===== src/rtl/key_conditioner.sv =====
// Per-key synchronizer, debouncer and press/repeat/release FSM.
// Converts bouncing active-low buttons into clean single-cycle command pulses.
module key_conditioner #(
    parameter int                N_KEYS          = 3,
    parameter int                DEBOUNCE_CYCLES = 500000,
    parameter int                REPEAT_DELAY    = 25000000,
    parameter int                REPEAT_PERIOD   = 5000000,
    parameter logic [N_KEYS-1:0] REPEAT_EN       = '0
) (
    input  logic              clk,
    input  logic              rst,
    input  logic [N_KEYS-1:0] in_key,
    output logic [N_KEYS-1:0] out_key,
    output logic [N_KEYS-1:0] out_held,
    output logic [N_KEYS-1:0] out_release
);

    localparam int DW   = $clog2(DEBOUNCE_CYCLES + 1);
    localparam int RMAX = (REPEAT_DELAY > REPEAT_PERIOD) ? REPEAT_DELAY
                                                         : REPEAT_PERIOD;
    localparam int RW   = $clog2(RMAX + 1);

    localparam logic [DW-1:0] DB_LAST  = DW'(DEBOUNCE_CYCLES - 1);
    localparam logic [RW-1:0] DLY_LAST = RW'(REPEAT_DELAY - 1);
    localparam logic [RW-1:0] PER_LAST = RW'(REPEAT_PERIOD - 1);

    typedef enum logic [1:0] {
        IDLE,
        HELD_WAIT,
        HELD_RPT
    } state_e;

    for (genvar gi = 0; gi < N_KEYS; gi++) begin : g_key
        logic          sync1_q, sync2_q;
        logic          db_q, db_d;
        logic [DW-1:0] db_cnt_q, db_cnt_d;
        state_e        state_q, state_d;
        logic [RW-1:0] rcnt_q, rcnt_d;
        logic          key_q, key_d;
        logic          rel_q, rel_d;
        logic          held_q, held_d;

        // db_q is the accepted level, 1 = pressed
        always_comb begin
            db_d     = db_q;
            db_cnt_d = '0;
            if (~sync2_q != db_q) begin
                if (db_cnt_q == DB_LAST) begin
                    db_d = ~db_q;
                end else begin
                    db_cnt_d = db_cnt_q + 1'b1;
                end
            end
        end

        always_comb begin
            state_d = state_q;
            rcnt_d  = rcnt_q;
            key_d   = 1'b0;
            rel_d   = 1'b0;
            held_d  = held_q;
            unique case (state_q)
                IDLE: begin
                    rcnt_d = '0;
                    if (db_q) begin
                        state_d = HELD_WAIT;
                        key_d   = 1'b1;
                        held_d  = 1'b1;
                    end
                end
                HELD_WAIT: begin
                    if (!db_q) begin
                        state_d = IDLE;
                        rel_d   = 1'b1;
                        held_d  = 1'b0;
                        rcnt_d  = '0;
                    end else if (rcnt_q == DLY_LAST) begin
                        // without repeat enabled the count parks here
                        if (REPEAT_EN[gi]) begin
                            state_d = HELD_RPT;
                            key_d   = 1'b1;
                            rcnt_d  = '0;
                        end
                    end else begin
                        rcnt_d = rcnt_q + 1'b1;
                    end
                end
                HELD_RPT: begin
                    if (!db_q) begin
                        state_d = IDLE;
                        rel_d   = 1'b1;
                        held_d  = 1'b0;
                        rcnt_d  = '0;
                    end else if (rcnt_q == PER_LAST) begin
                        key_d  = 1'b1;
                        rcnt_d = '0;
                    end else begin
                        rcnt_d = rcnt_q + 1'b1;
                    end
                end
                default: begin
                    state_d = IDLE;
                    rcnt_d  = '0;
                    held_d  = 1'b0;
                end
            endcase
        end

        always_ff @(posedge clk or posedge rst) begin
            if (rst) begin
                sync1_q  <= 1'b1;
                sync2_q  <= 1'b1;
                db_q     <= 1'b0;
                db_cnt_q <= '0;
                state_q  <= IDLE;
                rcnt_q   <= '0;
                key_q    <= 1'b0;
                rel_q    <= 1'b0;
                held_q   <= 1'b0;
            end else begin
                sync1_q  <= in_key[gi];
                sync2_q  <= sync1_q;
                db_q     <= db_d;
                db_cnt_q <= db_cnt_d;
                state_q  <= state_d;
                rcnt_q   <= rcnt_d;
                key_q    <= key_d;
                rel_q    <= rel_d;
                held_q   <= held_d;
            end
        end

        assign out_key[gi]     = key_q;
        assign out_held[gi]    = held_q;
        assign out_release[gi] = rel_q;
    end

endmodule


===== config.mk =====
export PLATFORM = sky130hd
export DESIGN_NAME = key_conditioner
export DESIGN_NICKNAME = d
export VERILOG_FILES = /design/src/rtl/key_conditioner.sv
export SDC_FILE = /design/constraint.sdc
export NUM_CORES = 1
export LEC_CHECK = 0
export CAP_MARGIN = 10
export CORE_ASPECT_RATIO = 1.5
export CORE_UTILIZATION = 42
export DETAILED_ROUTE_END_ITERATION = 10
export PLACE_DENSITY_LB_ADDON = 0.15
export SLEW_MARGIN = 40
export SYNTH_ARGS = -nofsm -noshare
export SYNTH_HDL_FRONTEND = slang
export SYNTH_SLANG_ARGS = --single-unit

===== constraint.sdc =====
create_clock -name clk -period 2.55 [get_ports clk]
set_clock_uncertainty 0.05 [all_clocks]
set_input_delay 0.51 -clock clk [delete_from_list [all_inputs] [get_ports clk]]
set_output_delay 0.51 -clock clk [all_outputs]
set_load 0.02 [all_outputs]

Yosys cells after proc, flatten, opt, wreduce, memory -nomap -nowiden
Index checks and enable logic that the tools add are counted.
W data, S select, Z words.

storage, ports and cells
  input bits = 5
  bits in registers = 156
  output and inout bits = 9
  logic and storage cells = 135

operators by class
  add/sub/neg operators = 6
  bitwise logic cells = 6
  eq/ne operators = 27
  reductions and logical operators = 12
  mux-type cells = 57

operators with widths
  operator                 number
  $mux W25                 12
  $pmux W25 S2             3
  $mux W19                 6
  $add A25 B1 Y25 const B  3
  $eq A25 B23 Y1 const B   3
  $eq A25 B25 Y1 const B   3
  $add A19 B1 Y19 const B  3
  $eq A19 B19 Y1 const B   3
  $mux W1                  21
  $mux W2                  6
  $ne A2 B2 Y1 const B     6
  $pmux W1 S2              6
  $pmux W2 S2              3
  $reduce_and A2 Y1        6
  $ne A3 B3 Y1 const B     3
  $eq A2 B1 Y1 const B     3
  $eq A2 B2 Y1 const B     3
  $logic_not A2 Y1         3
  $not A1 Y1               6
  $reduce_or A2 Y1         3
  $ne A1 B1 Y1             3

Longest topological paths before layout
Gate-level depths: netlist (run 1).

  depth in word-level cells = 4
  depth in mapped cells = 6
  mapped depth without buffers = 5

Worst setup path after synthesis (run 1)
Ideal clock, no wire load.

  path kind = reg-to-reg
  start = register g_key[0].db_cnt_q[11]
  end = register g_key[0].db_cnt_q[10]
  setup slack = 781 ps
  buffers on the path = 1
  library setup time = 121 ps
  stages on the path, launching flop included = 6
  clock period less this slack = 1,769 ps
  arrival time = 1,598 ps
  required time = 2,379 ps
  path through = dfrtp_1 nor4_1 nand2_1 o41ai_4 buf_2 nor2_1

between the ends
  cells in the longest elaborated chain, start to end = 3

ends and longest elaborated chain
  item                       RTL line  RTL
  start, declared            36        logic [DW-1:0] db_cnt_q, db_cnt_d;
  start signal, assigned     124       db_cnt_q <= db_cnt_d;
  $eq A19 B19 Y1             48        if (db_cnt_q == DB_LAST) begin
  $mux W19                   48
  $mux W19                   47        if (~sync2_q != db_q) begin
  net g_key[0].db_cnt_d[10]  36

The timed path passes the listed nets, and every way through them passes these cells.
A chain may end at the register's enable or synchronous reset.

Final worst setup path (run 1)
  start = register g_key[0].db_cnt_q[0]
  end = register g_key[0].db_cnt_q[6]

between the ends
  cells in the longest elaborated chain, start to end = 3
  elaborated cells on any way between the ends = 4
  those cells by class = add/sub: 1; eq/ne: 1; mux: 2

ends and longest elaborated chain
  item                                               RTL line
  $add A19 B1 Y19 or $eq A19 B19 Y1 (tied branches)  51, 48
  $mux W19 *                                         48
  $mux W19 *                                         47
  net g_key[0].db_cnt_d[6]                           36

Mark *: on every way through the listed nets, which the timed path passes. The rest lies on a longest branch.

==> impl_summary.log, run 1 <==
[metrics] startpoint-to-endpoint class of the critical path: reg -> reg
[metrics] Floorplan Core Area: approximately 8400 µm²
[metrics] number of ports placed on the die boundary: 14
[metrics] clock tree from TritonCTS: done
[metrics] largest net degree at the start of global routing: 64
[metrics] syn nets: between 300 and 400
[metrics] number of buffers created by CTS: 9
[metrics] Antenna Nets Post-Route: 0
[metrics] CP Depth: 5
[metrics] # diodes: 0
[metrics] clock net sink count: 75
[metrics] async set-reset flop share out of synthesis: 100%
[metrics] post-synthesis cell count: 344
[metrics] first-pass GRT wire length: around 12000 µm
[metrics] Crit path arrival time: between 2 and 2.5 ns
[metrics] register area: approximately 1900 µm²
[metrics] static leakage: 1.66 nW
[metrics] P per Cell Area: 616 nW/µm²
[metrics] Crit Reg-Reg Startpoint: g_key[0].db_cnt_q[0]
[metrics] number of warning messages in the yosys log: 0
[metrics] count of max-cap constraint violations: 0
[metrics] final worst-path cycle share: between 70% and 80%
[metrics] Longest Clk Path Bufs: 2
[metrics] Die Y-Extent: about 120 µm
[metrics] capturing instance or port of the critical path: g_key[0].db_cnt_q[6]
[metrics] max_slew headroom: about 64%
[metrics] area occupied by multi-input gates: between 1500 and 2000 µm²
[metrics] total count of max-transition violations in the final report: 0
[metrics] Final Core Density: between 40 and 50%
[metrics] HPWL reported at the end of detailed placement: about 4400 µm
[metrics] Hold Path Class: reg -> reg
[metrics] routing layer with the top usage in global route: met2
[metrics] post-placement worst setup slack: between 0.5 and 0.6 ns
[metrics] top_reg_cell synth: sky130_fd_sc_hd__dfrtp_1
[metrics] routability congestion estimate: slightly below 0.8
[metrics] Post-Syn Area per Cell: approximately 11 µm²
[metrics] row cnt: between 40 and 50
[metrics] Port Buffer Count: 13
[metrics] Worst Setup Slack, final: ~0.6 ns
[metrics] crit start category: flop
[metrics] number of unique standard cell types used by synthesis: 41
[metrics] layout cells sized above 1: 11.2%
[metrics] Fin Setup TNS: 0 ns
[metrics] WL per Instance: between 10 and 15 µm
[metrics] total buffers and inverters traversed by the critical path: 1
[metrics] area grow syn2layout: 14.2%
[metrics] global route total overflow: 0
[metrics] share of synthesized area occupied by flip-flops and latches: between 50% and 60%
[metrics] top fanout value on the critical path: 11
[metrics] netlist area before placement: 3650 µm²
[metrics] DRC: 0
[metrics] register clock-pin slew on the reported worst setup and hold paths: approximately 0.060 ns
[metrics] maximum single-stage delay on the critical path: 0.52 ns
[metrics] crit path time final: 1.96 ns
[metrics] slew at the pin with the worst max-slew slack: between 0.5 and 0.6 ns
[metrics] number of instances resized during post-cts repair: 0
[metrics] GR Layer Usage met3: under 10%
[metrics] status: finished clean
[metrics] CP Data Required Time: roughly 2.7 ns
[metrics] violation count after the first detailed-routing iteration: about 120
[metrics] Overall Global Routing Usage: 16.6%
[metrics] count of vias placed by the detailed router: about 2500
[metrics] critical path launch point: g_key[0].db_cnt_q[0]
[metrics] r2r worst-path depth: 5
[metrics] number of global-route vias before repair: roughly 2500
[metrics] met2 global-route usage: ~28%
[metrics] total instance count after detailed placement: approximately 460
[metrics] starting utilization of the core area: between 40% and 50%
[metrics] count of endpoints failing setup in the final report: 0
[metrics] antenna violations before repair: 0
[metrics] Post-synth EDFFs: 0
[metrics] flip-flop and latch count after synthesis: 75
[metrics] Die Outline Area: 9080 µm²
[metrics] Die W: slightly below 80 µm
[metrics] Top Family by Delay on Critical Path: compound AO/OA/AOI/OAI gates
[metrics] fmax: a little over 500 MHz
[metrics] setup repair after global routing missed its margin: no
[metrics] Hold Vio Cnt, Final: 0
[metrics] worst ir drop on vdd: around 0.4 mV
[metrics] number of nets in the finished design: ~370
[metrics] setup repair bufs after CTS: 0
[metrics] post-route insts no fill: 472
[metrics] cell at the slowest stage of the critical path: sky130_fd_sc_hd__o41ai_4
[metrics] CP cell instances: ha_1 -> nand4_2 -> o41ai_4 -> buf_4 -> nor2_1
[metrics] source-to-sink clock delay at the later pin of the worst-skew pair: between 0.3 and 0.4 ns
[metrics] number of hold buffers added after CTS: 0
[metrics] minimum setup slack among reg-to-reg paths: between 0.5 and 0.6 ns
[metrics] via count normalized by instance count: around 5.2
[metrics] Root Buffer: sky130_fd_sc_hd__clkbuf_16
[metrics] Filler Cells Inserted: about 800
[metrics] final wirelength: ~6400 µm
[metrics] met1 usage: roughly 20%
[metrics] crit path capture type: flop
[metrics] Crit Reg-Reg Endpoint: g_key[0].db_cnt_q[6]
[metrics] number of detailed-routing iterations run before antenna repair: 4
[metrics] H-tree levels: 3
==> worst min-delay path by stage <==
| stage | startpoint | to | slack [ns] | depth (start not counted) |
|---|---|---|---|---|
| 3_3_place_gp | g_key[2].sync1_q | g_key[2].sync2_q | 0.30 | 0 |
| 6_report | g_key[2].sync1_q | g_key[2].sync2_q | 0.31 | 0 |
| 5_1_grt | g_key[1].sync1_q | g_key[1].sync2_q | 0.31 | 0 |
| 4_1_cts | g_key[2].sync1_q | g_key[2].sync2_q | 0.31 | 0 |
| 2_1_floorplan | g_key[0].sync1_q | g_key[0].sync2_q | 0.30 | 0 |
| 3_5_place_dp | g_key[1].sync1_q | g_key[1].sync2_q | 0.30 | 0 |
==> power breakdown <==
part / switching (mW) / internal, mW / total, mW
clock: 0.498 / 0.763 / 1.26
combinational: 0.0519 / 0.0279 / 0.0799
sequential: 0.0143 / 1.21 / 1.22
total: 0.564 / 2.00 / 2.57
==> Yosys cell counts (all sizes together) (2+ instances only) <==
cell type	n	area [µm²]
and4	2	17.5
ha	9	113
o41ai	3	63.8
nor4	13	81.3
nor3	8	40.0
or3	6	42.5
dfrtp	69	1730
nor2	54	203
mux2i	3	30.0
inv	18	67.6
nand2	15	56.3
a21oi	11	58.8
and3	3	18.8
xor2	7	61.3
and2	3	18.8
dfstp	6	158
o21ai	5	36.3
o31ai	5	37.5
or4b	2	20.0
nor4b	3	26.3
or4	5	41.3
xnor2	39	342
nand3	23	133
or2	2	12.5
buf	13	100
nand4	14	115
==> per-layer routing <==
layer,share of wire (%),routed length (µm),up-vias
li1,-,-,1216
met1,45,2930,1218
met2,50,3220,31
met3,2.6,167,10
met4,1.9,121,0
met5,0,0,-
==> placed cells by master, fill, tap and decap left out, types with 8 or more instances in the layout <==
| master | instances |
|---|---|
| sky130_fd_sc_hd__dfrtp_1 | 69 |
| sky130_fd_sc_hd__nor2_1 | 54 |
| sky130_fd_sc_hd__xnor2_1 | 39 |
| sky130_fd_sc_hd__nand3_1 | 21 |
| sky130_fd_sc_hd__inv_1 | 16 |
| sky130_fd_sc_hd__nand2_1 | 15 |
| sky130_fd_sc_hd__nor4_1 | 13 |
| sky130_fd_sc_hd__clkdlybuf4s50_1 | 13 |
| sky130_fd_sc_hd__nand4_1 | 11 |
| sky130_fd_sc_hd__a21oi_1 | 10 |
| sky130_fd_sc_hd__ha_1 | 9 |
| sky130_fd_sc_hd__clkbuf_16 | 9 |
| sky130_fd_sc_hd__nor3_1 | 8 |
==> area by class of cell <==
| type | instances | area share [%] |
|---|---|---|
| flip-flops and latches | 75 | 45.2 |
| clock inverters | 7 | 1.86 |
| multi-input cells | 238 | 38.4 |
| inverters | 18 | 1.62 |
| clock buffers | 9 | 5.40 |
| repair buffers | 18 | 4.32 |
| well taps | 107 | 3.21 |
==> through the flow <==
stage | hold WS (ns) | total power [mW] | instance area (µm²)
finish | 0.307 | 2.57 | 4170
CTS | 0.307 | 2.61 | 4170
global route | 0.313 | 2.68 | 4170
floorplan | 0.295 | 1.30 | 3650
detailed placement | 0.300 | 1.33 | 3860
global placement | 0.297 | 1.33 | 3860
==> worst register-to-register path, stage by stage (launching register included) <==
cell	delay, ns
sky130_fd_sc_hd__dfrtp_1	0.39
sky130_fd_sc_hd__ha_1	0.24
sky130_fd_sc_hd__nand4_2	0.31
sky130_fd_sc_hd__o41ai_4	0.52
sky130_fd_sc_hd__buf_4	0.27
sky130_fd_sc_hd__nor2_1	0.07
==> registers in the layout, indices dropped and copies added (netlist names) <==
name	count
g_key.db_q	3
g_key.rel_q	3
g_key.held_q	2
g_key.sync1_q	3
g_key.sync2_q	3
g_key.state_q	1
g_key.db_cnt_q	57
g_key.key_q	3
==> kinds of logic (layout without fill, tap and decap cells) <==
group	Yosys count	after routing	share of synthesized area (%)
and+or+nand+nor	155	155	23.2
DFF	75	75	51.6
AOI/OAI and AO/OA	25	25	5.62
buffers and inverters	31	52	4.59
xor gates and xnor gates	46	46	11.0
adders and majority gates	9	9	3.08
muxes	3	3	0.823
Power figures use the tool's default switching activity.
==> run 2: changes to the inputs <==
==> constraint.sdc (replaced) <==
create_clock -name clk -period 2 [get_ports clk]
set_clock_uncertainty 0.05 [all_clocks]
set_input_delay 0.4 -clock clk [delete_from_list [all_inputs] [get_ports clk]]
set_output_delay 0.4 -clock clk [all_outputs]
set_load 0.02 [all_outputs]
==> run 2 against run 1 <==
Sequential cell count is the same. Utilization increased by 1.8 points. Global-route usage decreased by 0.23 points. Sequential share of layout area fell by 1.6 points. Power increased by 40%. Final area increased by 3.6%. Register-to-register slack got worse by 0.38 ns. Non-clock buffer count rose by 10. Worst setup slack got worse by 0.43 ns. Largest power group unchanged. Highest routed layer unchanged.
==> impl_summary.log, run 2 (synthesis results as in run 1) <==
[metrics] setup repair bufs after CTS: 0
[metrics] static leakage: between 1.5 and 2 nW
[metrics] row cnt: between 40 and 50
[metrics] Root Buffer: sky130_fd_sc_hd__clkbuf_16
[metrics] total count of max-transition violations in the final report: 0
[metrics] Crit Reg-Reg Startpoint: g_key[1].db_cnt_q[2]
[metrics] Internal Pwr Total: ~2.9 mW
[metrics] register clock-pin slew on the reported worst setup and hold paths: 0.06 ns
[metrics] top library cells by usage in the layout, fill and taps aside: sky130_fd_sc_hd__dfrtp_1, sky130_fd_sc_hd__nor2_1, sky130_fd_sc_hd__xnor2_1, sky130_fd_sc_hd__nand3_1, sky130_fd_sc_hd__inv_1
[metrics] r2r worst-path depth: 4
[metrics] via count normalized by instance count: around 5
[metrics] CP Depth: 1
[metrics] Fin Setup TNS: 0 ns
[metrics] starting utilization of the core area: a little over two fifths
[metrics] routability congestion estimate: 0.860
[metrics] critical path launch point: g_key[0].held_q
[metrics] overall power consumption: 3.58 mW
[metrics] Final Core Density: between 50 and 60%
[metrics] area occupied by multi-input gates: roughly 1600 µm²
[metrics] violation count after the first detailed-routing iteration: 149
[metrics] WL per Instance: 13.3 µm
[metrics] number of buffers created by CTS: 9
[metrics] worst ir drop on vdd: between 0.4 and 0.5 mV
[metrics] H-tree levels: 3
[metrics] max FFs per register: 57
[metrics] startpoint-to-endpoint class of the critical path: reg -> out
[metrics] Top Family by Delay on Critical Path: buffers and inverters
[metrics] clock net sink count: 75
[metrics] fraction of power consumed by sequential logic: around 44%
[metrics] Die Y-Extent: 116 µm
[metrics] number of ports placed on the die boundary: 14
[metrics] Hold Vio Cnt, Final: 0
[metrics] Die Outline Area: between 9000 and 10000 µm²
[metrics] final wirelength: approximately 6400 µm
[metrics] maximum single-stage delay on the critical path: 0.64 ns
[metrics] Port Buffer Count: 13
[metrics] P per Cell Area: 830 nW/µm²
[metrics] Floorplan Core Area: 8410 µm²
[metrics] crit start category: flop
[metrics] Psw: between 0.7 and 0.8 mW
[metrics] fraction of power consumed by the clock network: 53.4%
[metrics] slew at the pin with the worst max-slew slack: approximately 0.46 ns
[metrics] layout cells sized above 1: 13.6%
[metrics] largest net degree at the start of global routing: 35
[metrics] top fanout value on the critical path: 4
[metrics] max_slew headroom: 68.8%
[metrics] Die W: between 70 and 80 µm
[metrics] Crit Reg-Reg Endpoint: g_key[1].db_cnt_q[17]
[metrics] number of nets in the finished design: about 380
[metrics] first-pass GRT wire length: 11400 µm
[metrics] commonest non-fill, non-tap cell in the layout: sky130_fd_sc_hd__dfrtp_1
[metrics] antenna violations before repair: 0
[metrics] number of instances resized during post-cts repair: 0
[metrics] count of vias placed by the detailed router: roughly 2500
[metrics] global route total overflow: 0
[metrics] # diodes: 0
[metrics] total buffers and inverters traversed by the critical path: 1
[metrics] setup repair after global routing missed its margin: no
[metrics] status: finished clean
[metrics] largest reg by FF count: g_key.db_cnt_q
[metrics] number of global-route vias before repair: approximately 2500
[metrics] count of endpoints failing setup in the final report: 0
[metrics] area grow syn2layout: 18.2%
[metrics] clock tree from TritonCTS: done
[metrics] cell at the slowest stage of the critical path: sky130_fd_sc_hd__clkdlybuf4s50_1
[metrics] Antenna Nets Post-Route: 0
[metrics] Filler Cells Inserted: roughly 780
[metrics] net switching share of the total power: between 10% and 20%
[metrics] crit path capture type: output port
[metrics] DRC: 0
[metrics] relative contribution of combinational cells to total power: 3.1%
[metrics] CP Data Required Time: 1.55 ns
[metrics] register area: between 1500 and 2000 µm²
[metrics] capturing instance or port of the critical path: out_held[0]
[metrics] fmax: roughly 540 MHz
[metrics] count of max-cap constraint violations: 0
[metrics] number of hold buffers added after CTS: 0
[metrics] number of detailed-routing iterations run before antenna repair: 4
[metrics] crit path time final: 1.85 ns
[metrics] Longest Clk Path Bufs: 2
[metrics] Crit path arrival time: between 1 and 1.5 ns
[metrics] HPWL reported at the end of detailed placement: around 4600 µm
[metrics] worst hold slack: ~0.30 ns
[metrics] minimum setup slack among reg-to-reg paths: 0.21 ns
[metrics] final worst-path cycle share: 92.4%
[metrics] Hold Path Class: reg -> reg
[metrics] Overall Global Routing Usage: between 15 and 20%
[metrics] CP cell instances: clkdlybuf4s50_1
[metrics] source-to-sink clock delay at the later pin of the worst-skew pair: 0.33 ns
## run 2: cell types whose count changed in the layout (fill, tap and decap cells not counted), sizes merged
cell / change
inv: -1
clkbuf: +2
clkinv: -3
buf: +10
bufinv: +2
## run 2: final cells by class
class                      instances  area share [%]
tap                              107            3.10
clock buffer                      11            5.86
multi-input combinational        238            37.0
timing repair buffer              28            6.20
sequential                        75            43.7
clock inverter                     5            2.49
inverter                          18            1.65
## run 2: metrics by stage
stage	cells	area (µm²)	worst slack, ns
after floorplan	344	3650	0.231
after global placement	466	3960	0.229
after detailed placement	466	3960	0.217
after CTS	482	4320	0.130
after global routing	482	4320	0.0976
final	482	4320	0.152
## run 2: power groups by stage
stage                     logic, mW  registers [mW]  clock network (mW)
after global routing          0.129            1.56                2.01
after floorplan              0.0732            1.59                   0
after detailed placement      0.114            1.59                   0
after global placement        0.114            1.59                   0
after CTS                     0.115            1.56                1.97
final                         0.111            1.56                1.91
## run 2: worst min-delay path by stage
stage | from | to | depth (start not counted)
2_1_floorplan | g_key[0].sync1_q | g_key[0].sync2_q | 0
3_3_place_gp | g_key[1].sync1_q | g_key[1].sync2_q | 0
3_5_place_dp | g_key[1].sync1_q | g_key[1].sync2_q | 0
4_1_cts | g_key[1].sync1_q | g_key[1].sync2_q | 0
5_1_grt | g_key[1].sync1_q | g_key[1].sync2_q | 0
6_report | g_key[1].sync1_q | g_key[1].sync2_q | 0
## run 2: layer usage
| layer | part of all wire (%) | wire, µm | GRT usage (%) |
|---|---|---|---|
| met2 | 51 | 3270 | 28.7 |
| met3 | 1.6 | 106 | 2.73 |
| met5 | 0 | 0 | 0 |
| met4 | 3.2 | 209 | 11.5 |
| met1 | 44 | 2840 | 17.9 |
==> run 3: changes to the inputs <==
==> constraint.sdc (replaced) <==
create_clock -name clk -period 1.95 [get_ports clk]
set_clock_uncertainty 0.05 [all_clocks]
set_input_delay 0.39 -clock clk [delete_from_list [all_inputs] [get_ports clk]]
set_output_delay 0.39 -clock clk [all_outputs]
set_load 0.02 [all_outputs]
==> run 3 against run 2 <==
Utilization down 0.51 points. Sequential cell count is the same. First-iteration DRC count decreased by 27%. Clock power down 13%. Critical endpoint unchanged.
==> impl_summary.log, run 3 (synthesis results as in run 1) <==
[metrics] number of instances resized during post-cts repair: 0
[metrics] final wirelength: approximately 7000 µm
[metrics] antenna violations before repair: 0
[metrics] source-to-sink clock delay at the later pin of the worst-skew pair: about 0.34 ns
[metrics] Final Core Density: 50.8%
[metrics] number of global-route vias before repair: around 2600
[metrics] top fanout value on the critical path: 4
[metrics] H-tree levels: 3
[metrics] top library cells by usage in the layout, fill and taps aside: sky130_fd_sc_hd__dfrtp_1, sky130_fd_sc_hd__nor2_1, sky130_fd_sc_hd__xnor2_1, sky130_fd_sc_hd__nand3_1, sky130_fd_sc_hd__inv_1
[metrics] area grow syn2layout: 17.1%
[metrics] final worst-path cycle share: around 94%
[metrics] CP cell instances: clkdlybuf4s50_1
[metrics] Die W: just under 80 µm
[metrics] max_slew headroom: 69.3%
[metrics] crit path capture type: output port
[metrics] number of ports placed on the die boundary: 14
[metrics] Crit Reg-Reg Startpoint: g_key[2].db_cnt_q[15]
[metrics] violation count after the first detailed-routing iteration: 109
[metrics] largest reg by FF count: g_key.db_cnt_q
[metrics] register clock-pin slew on the reported worst setup and hold paths: approximately 0.06 ns
[metrics] Hold Path Class: reg -> reg
[metrics] Top Family by Delay on Critical Path: buffers and inverters
[metrics] global route total overflow: 0
[metrics] Root Buffer: sky130_fd_sc_hd__clkbuf_16
[metrics] clock net sink count: between 70 and 80
[metrics] count of max-cap constraint violations: 0
[metrics] number of nets in the finished design: around 390
[metrics] worst ir drop on vdd: approximately 0.52 mV
[metrics] DRC: 0
[metrics] largest net degree at the start of global routing: 33
[metrics] number of detailed-routing iterations run before antenna repair: 4
[metrics] maximum single-stage delay on the critical path: 0.63 ns
[metrics] Die Outline Area: just over 9000 µm²
[metrics] starting utilization of the core area: between 40% and 50%
[metrics] cell at the slowest stage of the critical path: sky130_fd_sc_hd__clkdlybuf4s50_1
[metrics] overall power consumption: between 3 and 4 mW
[metrics] Floorplan Core Area: approximately 8400 µm²
[metrics] WL per Instance: about 14 µm
[metrics] total buffers and inverters traversed by the critical path: 1
[metrics] crit path time final: around 1.8 ns
[metrics] setup repair bufs after CTS: 0
[metrics] Hold Vio Cnt, Final: 0
[metrics] max FFs per register: between 50 and 60
[metrics] status: finished clean
[metrics] number of buffers created by CTS: 9
[metrics] commonest non-fill, non-tap cell in the layout: sky130_fd_sc_hd__dfrtp_1
[metrics] row cnt: 41
[metrics] slew at the pin with the worst max-slew slack: 0.457 ns
[metrics] total count of max-transition violations in the final report: 0
[metrics] first-pass GRT wire length: roughly 12000 µm
[metrics] count of vias placed by the detailed router: approximately 2500
[metrics] critical path launch point: g_key[0].held_q
[metrics] Die Y-Extent: 116 µm
[metrics] minimum setup slack among reg-to-reg paths: ~0.13 ns
[metrics] clock tree from TritonCTS: done
[metrics] setup repair after global routing missed its margin: no
[metrics] CP Data Required Time: roughly 1.5 ns
[metrics] P per Cell Area: slightly below 800 nW/µm²
[metrics] Antenna Nets Post-Route: 0
[metrics] Overall Global Routing Usage: 17.6%
[metrics] number of hold buffers added after CTS: 0
[metrics] # diodes: 0
[metrics] via count normalized by instance count: around 5.3
[metrics] fmax: 545 MHz
[metrics] Fin Setup TNS: 0 ns
[metrics] startpoint of the most critical hold path: g_key[1].sync1_q
[metrics] HPWL reported at the end of detailed placement: 4830 µm
[metrics] layout cells sized above 1: approximately 14%
[metrics] Crit path arrival time: 1.39 ns
[metrics] routability congestion estimate: 0.839
[metrics] Port Buffer Count: 13
[metrics] static leakage: between 1.5 and 2 nW
[metrics] crit start category: flop
[metrics] Longest Clk Path Bufs: 2
[metrics] count of endpoints failing setup in the final report: 0
[metrics] startpoint-to-endpoint class of the critical path: reg -> out
run 3: cell types whose count changed in the layout (fill, tap and decap cells not counted), sizes merged:
cell / previous run / this run
bufinv: 3 / 1
clkinv: 1 / 2
buf: 15 / 17
clkbuf: 11 / 10
clkinvlp: 1 / 3
run 3: metrics by stage:
| stage | hold slack [ns] | instances | worst slack [ns] | cell area [µm²] |
|---|---|---|---|---|
| 2_1_floorplan | 0.295 | 344 | 0.181 | 3650 |
| 3_3_place_gp | 0.295 | 468 | 0.141 | 3970 |
| 3_5_place_dp | 0.299 | 468 | 0.148 | 3970 |
| 4_1_cts | 0.308 | 484 | 0.0957 | 4270 |
| 5_1_grt | 0.311 | 484 | 0.00142 | 4270 |
| 6_report | 0.306 | 484 | 0.117 | 4270 |
run 3: cell type report:
type | instances | area (µm²)
well taps | 107 | 134
multi-input cells | 238 | 1600
flip-flops and latches | 75 | 1880
fillers | 785 | 4140
clock buffers | 10 | 239
clock inverters | 6 | 63.8
inverters | 18 | 71.3
repair buffers | 30 | 283
run 3: power breakdown:
part	total, mW	leakage [nW]	internal (mW)	switching (mW)
combinational	0.114	0.554	0.0434	0.0706
sequential	1.60	1.02	1.58	0.0196
clock	1.66	0.145	1.02	0.634
run 3: path summary, 6_finish.rpt:
path,cells after the start,to
worst max-delay path,1,out_held[0]
worst min-delay path,0,g_key[1].sync2_q
worst max register to register,5,g_key[2].db_cnt_q[18]
worst min register to register,0,g_key[1].sync2_q
max in group asynchronous,3,g_key[2].sync2_q
min in group asynchronous,2,g_key[2].db_cnt_q[7]
run 3: per-layer routing:
metal	global-route usage [%]	up-vias	wire length (µm)
li1	-	1244	-
met1	20.2	1259	2860
met2	31.4	28	3660
met3	3.52	11	157
met4	8.52	0	150
met5	0	-	0
==> edit (flow settings as in run 3) <==
Register the output `out_held` once more, cleared by the reset; this adds one clock of latency there. The other outputs are not delayed to match.
--- a/src/rtl/key_conditioner.sv
+++ b/src/rtl/key_conditioner.sv
@@ -29,6 +29,8 @@
         HELD_WAIT,
         HELD_RPT
     } state_e;
+
+    logic [N_KEYS-1:0] out_held_d;
 
     for (genvar gi = 0; gi < N_KEYS; gi++) begin : g_key
         logic          sync1_q, sync2_q;
@@ -131,8 +133,16 @@
         end
 
         assign out_key[gi]     = key_q;
-        assign out_held[gi]    = held_q;
+        assign out_held_d[gi]    = held_q;
         assign out_release[gi] = rel_q;
+    end
+
+    always_ff @(posedge clk or posedge rst) begin
+        if (rst) begin
+            out_held <= '0;
+        end else begin
+            out_held <= out_held_d;
+        end
     end
 
 endmodule
Formal check against the unedited RTL: same outputs for any inputs over 10 cycles, from zero or initial values and one cycle with rst high; that may be too few to reach the edited logic, so the function may still have changed.
==> edit against run 3 <==
- critical path depth rose by 5
- setup slack improved by 0.027 ns
- largest power group unchanged
- sequential cell count rose by 3
- design area rose by 2.0%
- non-clock buffer count fell by 3
- core utilization rose by 0.70 points
- first-iteration DRC count rose by 15%
- largest cell class unchanged
- clock power rose by 8%
- total power rose by 6.0%
- wire length fell by 7.4%
- area after synthesis rose by 1.4%
- combinational power barely moved
==> edit: results <==
export IMPL_port_buffer_count=13
export IMPL_vias=2484
export IMPL_grt_max_degree=57
export IMPL_clk_pin_slew_ns=0.06
export IMPL_leakage_nw=1.76
export IMPL_slew_headroom=0.641
export IMPL_drtIter0Drc=125
export IMPL_synth_common_cells="dfrtp_1 (72), nor2_1 (54), xnor2_1 (39)"
export IMPL_grt_use_met3=0.0419
export IMPL_cp_max_fo=6
export IMPL_top_register="g_key.db_cnt_q"
export IMPL_wirelength_um=6320
export IMPL_clk_latency_ns=0.33
export IMPL_post_cts_buffers=0
export IMPL_hold_class="flop to flop"
export IMPL_grt_pass1_wl_um=11500
export IMPL_synthDistinctLibCells=41
export IMPL_diodes=0
export IMPL_slew_viol_final=0
export IMPL_ys_seq_area_frac=0.529
export IMPL_nFillCells=753
export IMPL_drcViolationCount=0
export IMPL_register_area_um2=1960
export IMPL_synth_area_leaders="dfrtp_1 (49%), xnor2_1 (9.2%), nor2_1 (5.5%), dfstp_2 (4.3%), ha_1 (3.0%)"
export IMPL_place_congestion=0.788
export IMPL_ys_flop_type="dfrtp_1"
export IMPL_switching_share=0.196
export IMPL_required_ns=2.12
export IMPL_synthArstFlopShare=1.00
export IMPL_drive_gt1_frac=0.135
export IMPL_outcome="finished, final reports clean"
export IMPL_cts_root_buf="clkbuf_16"
export IMPL_met2_usage=0.270
export IMPL_grt_util_met1=0.197
export IMPL_cts_made_buffers=9
export IMPL_largest_reg_flops=57
export IMPL_rows=41
export IMPL_place_ws_ns=0.148
export IMPL_hpwl_um=4410
export IMPL_h_tree_depth=3
export IMPL_grtUsageTotal=0.162
export IMPL_synth_nets=358
export IMPL_yosys_warnings=0
export IMPL_drtPass1Iterations=4
export IMPL_fin_nets=386
export IMPL_antenna_found_initial=0
export IMPL_ir_drop_mv=0.554
export IMPL_cts_buffer_depth=2
export IMPL_post_dp_cell_area_um2=4020
## edit: changes by cell type after synthesis, sizes merged
cell / run 3 / this run
dfrtp: 69 / 72
buf: 13 / 10
## edit: routing by layer
metal | part of all wire | vias to the layer above
met4 | 0.018 | 0
li1 | - | 1241
met2 | 0.49 | 16
met3 | 0.025 | 11
met1 | 0.46 | 1216
met5 | 0 | -
## edit: power by group through the flow
stage | combinational, mW | sequential (mW) | clock, mW
2_1_floorplan | 0.0759 | 1.69 | 0
3_3_place_gp | 0.116 | 1.69 | 0
3_5_place_dp | 0.118 | 1.69 | 0
4_1_cts | 0.118 | 1.66 | 1.85
5_1_grt | 0.135 | 1.67 | 1.92
6_report | 0.114 | 1.66 | 1.80
## edit: per-stage QoR
stage          std cells  total power, mW  hold WS (ns)
2_1_floorplan        344             1.77         0.295
3_3_place_gp         468             1.81         0.296
3_5_place_dp         468             1.81         0.298
4_1_cts              484             3.63         0.302
5_1_grt              484             3.72         0.302
6_report             484             3.58         0.303
## edit: critical path, stage by stage, from the launching register on
cell     delay, ns
dfrtp_1       0.38
ha_1          0.23
nand4_2       0.25
buf_4         0.23
nor4_1        0.35
xnor2_1       0.16
nor2_1        0.05
## edit: worst paths after layout
check | to | cells past startpoint | start | slack, ns
setup / recovery | g_key[0].db_cnt_q[14]$_DFF_PP0_ | 6 | g_key[0].db_cnt_q[0]$_DFF_PP0_ | 0.14
hold / removal | g_key[1].sync2_q$_DFF_PP1_ | 0 | g_key[1].sync1_q$_DFF_PP1_ | 0.30
setup reg to reg | g_key[0].db_cnt_q[14]$_DFF_PP0_ | 6 | g_key[0].db_cnt_q[0]$_DFF_PP0_ | 0.14
hold reg to reg | g_key[1].sync2_q$_DFF_PP1_ | 0 | g_key[1].sync1_q$_DFF_PP1_ | 0.30
max in group asynchronous | g_key[0].sync2_q$_DFF_PP1_ | 3 | rst | 0.92
min in group asynchronous | g_key[2].db_cnt_q[3]$_DFF_PP0_ | 2 | rst | 0.31
## edit: layout make-up
cell class,count,share of cell area
Sequential cell,78,0.449
Multi-Input combinational cell,238,0.369
Timing Repair Buffer,27,0.0597
Clock buffer,12,0.0588
Tap cell,107,0.0307
Inverter,18,0.0164
Clock inverter,4,0.0161
## edit: logic make-up (layout without fill, tap and decap cells)
kind of cell             after synthesis  count (layout)  share of synthesized area
XOR/XNOR                              46              46                      0.109
AO/OA/AOI/OAI                         25              25                     0.0554
multiplexers                           3               3                    0.00811
flip-flops                            78              78                      0.529
AND/OR/NAND/NOR                      155             155                      0.229
buffers and inverters                 28              61                     0.0392
adder cells (fa/ha/maj)                9               9                     0.0304
## edit: timing repair
item,CTS,global route
hold endpoints to repair,0,0
setup endpoints to repair,0,1
gates resized for setup,0,2
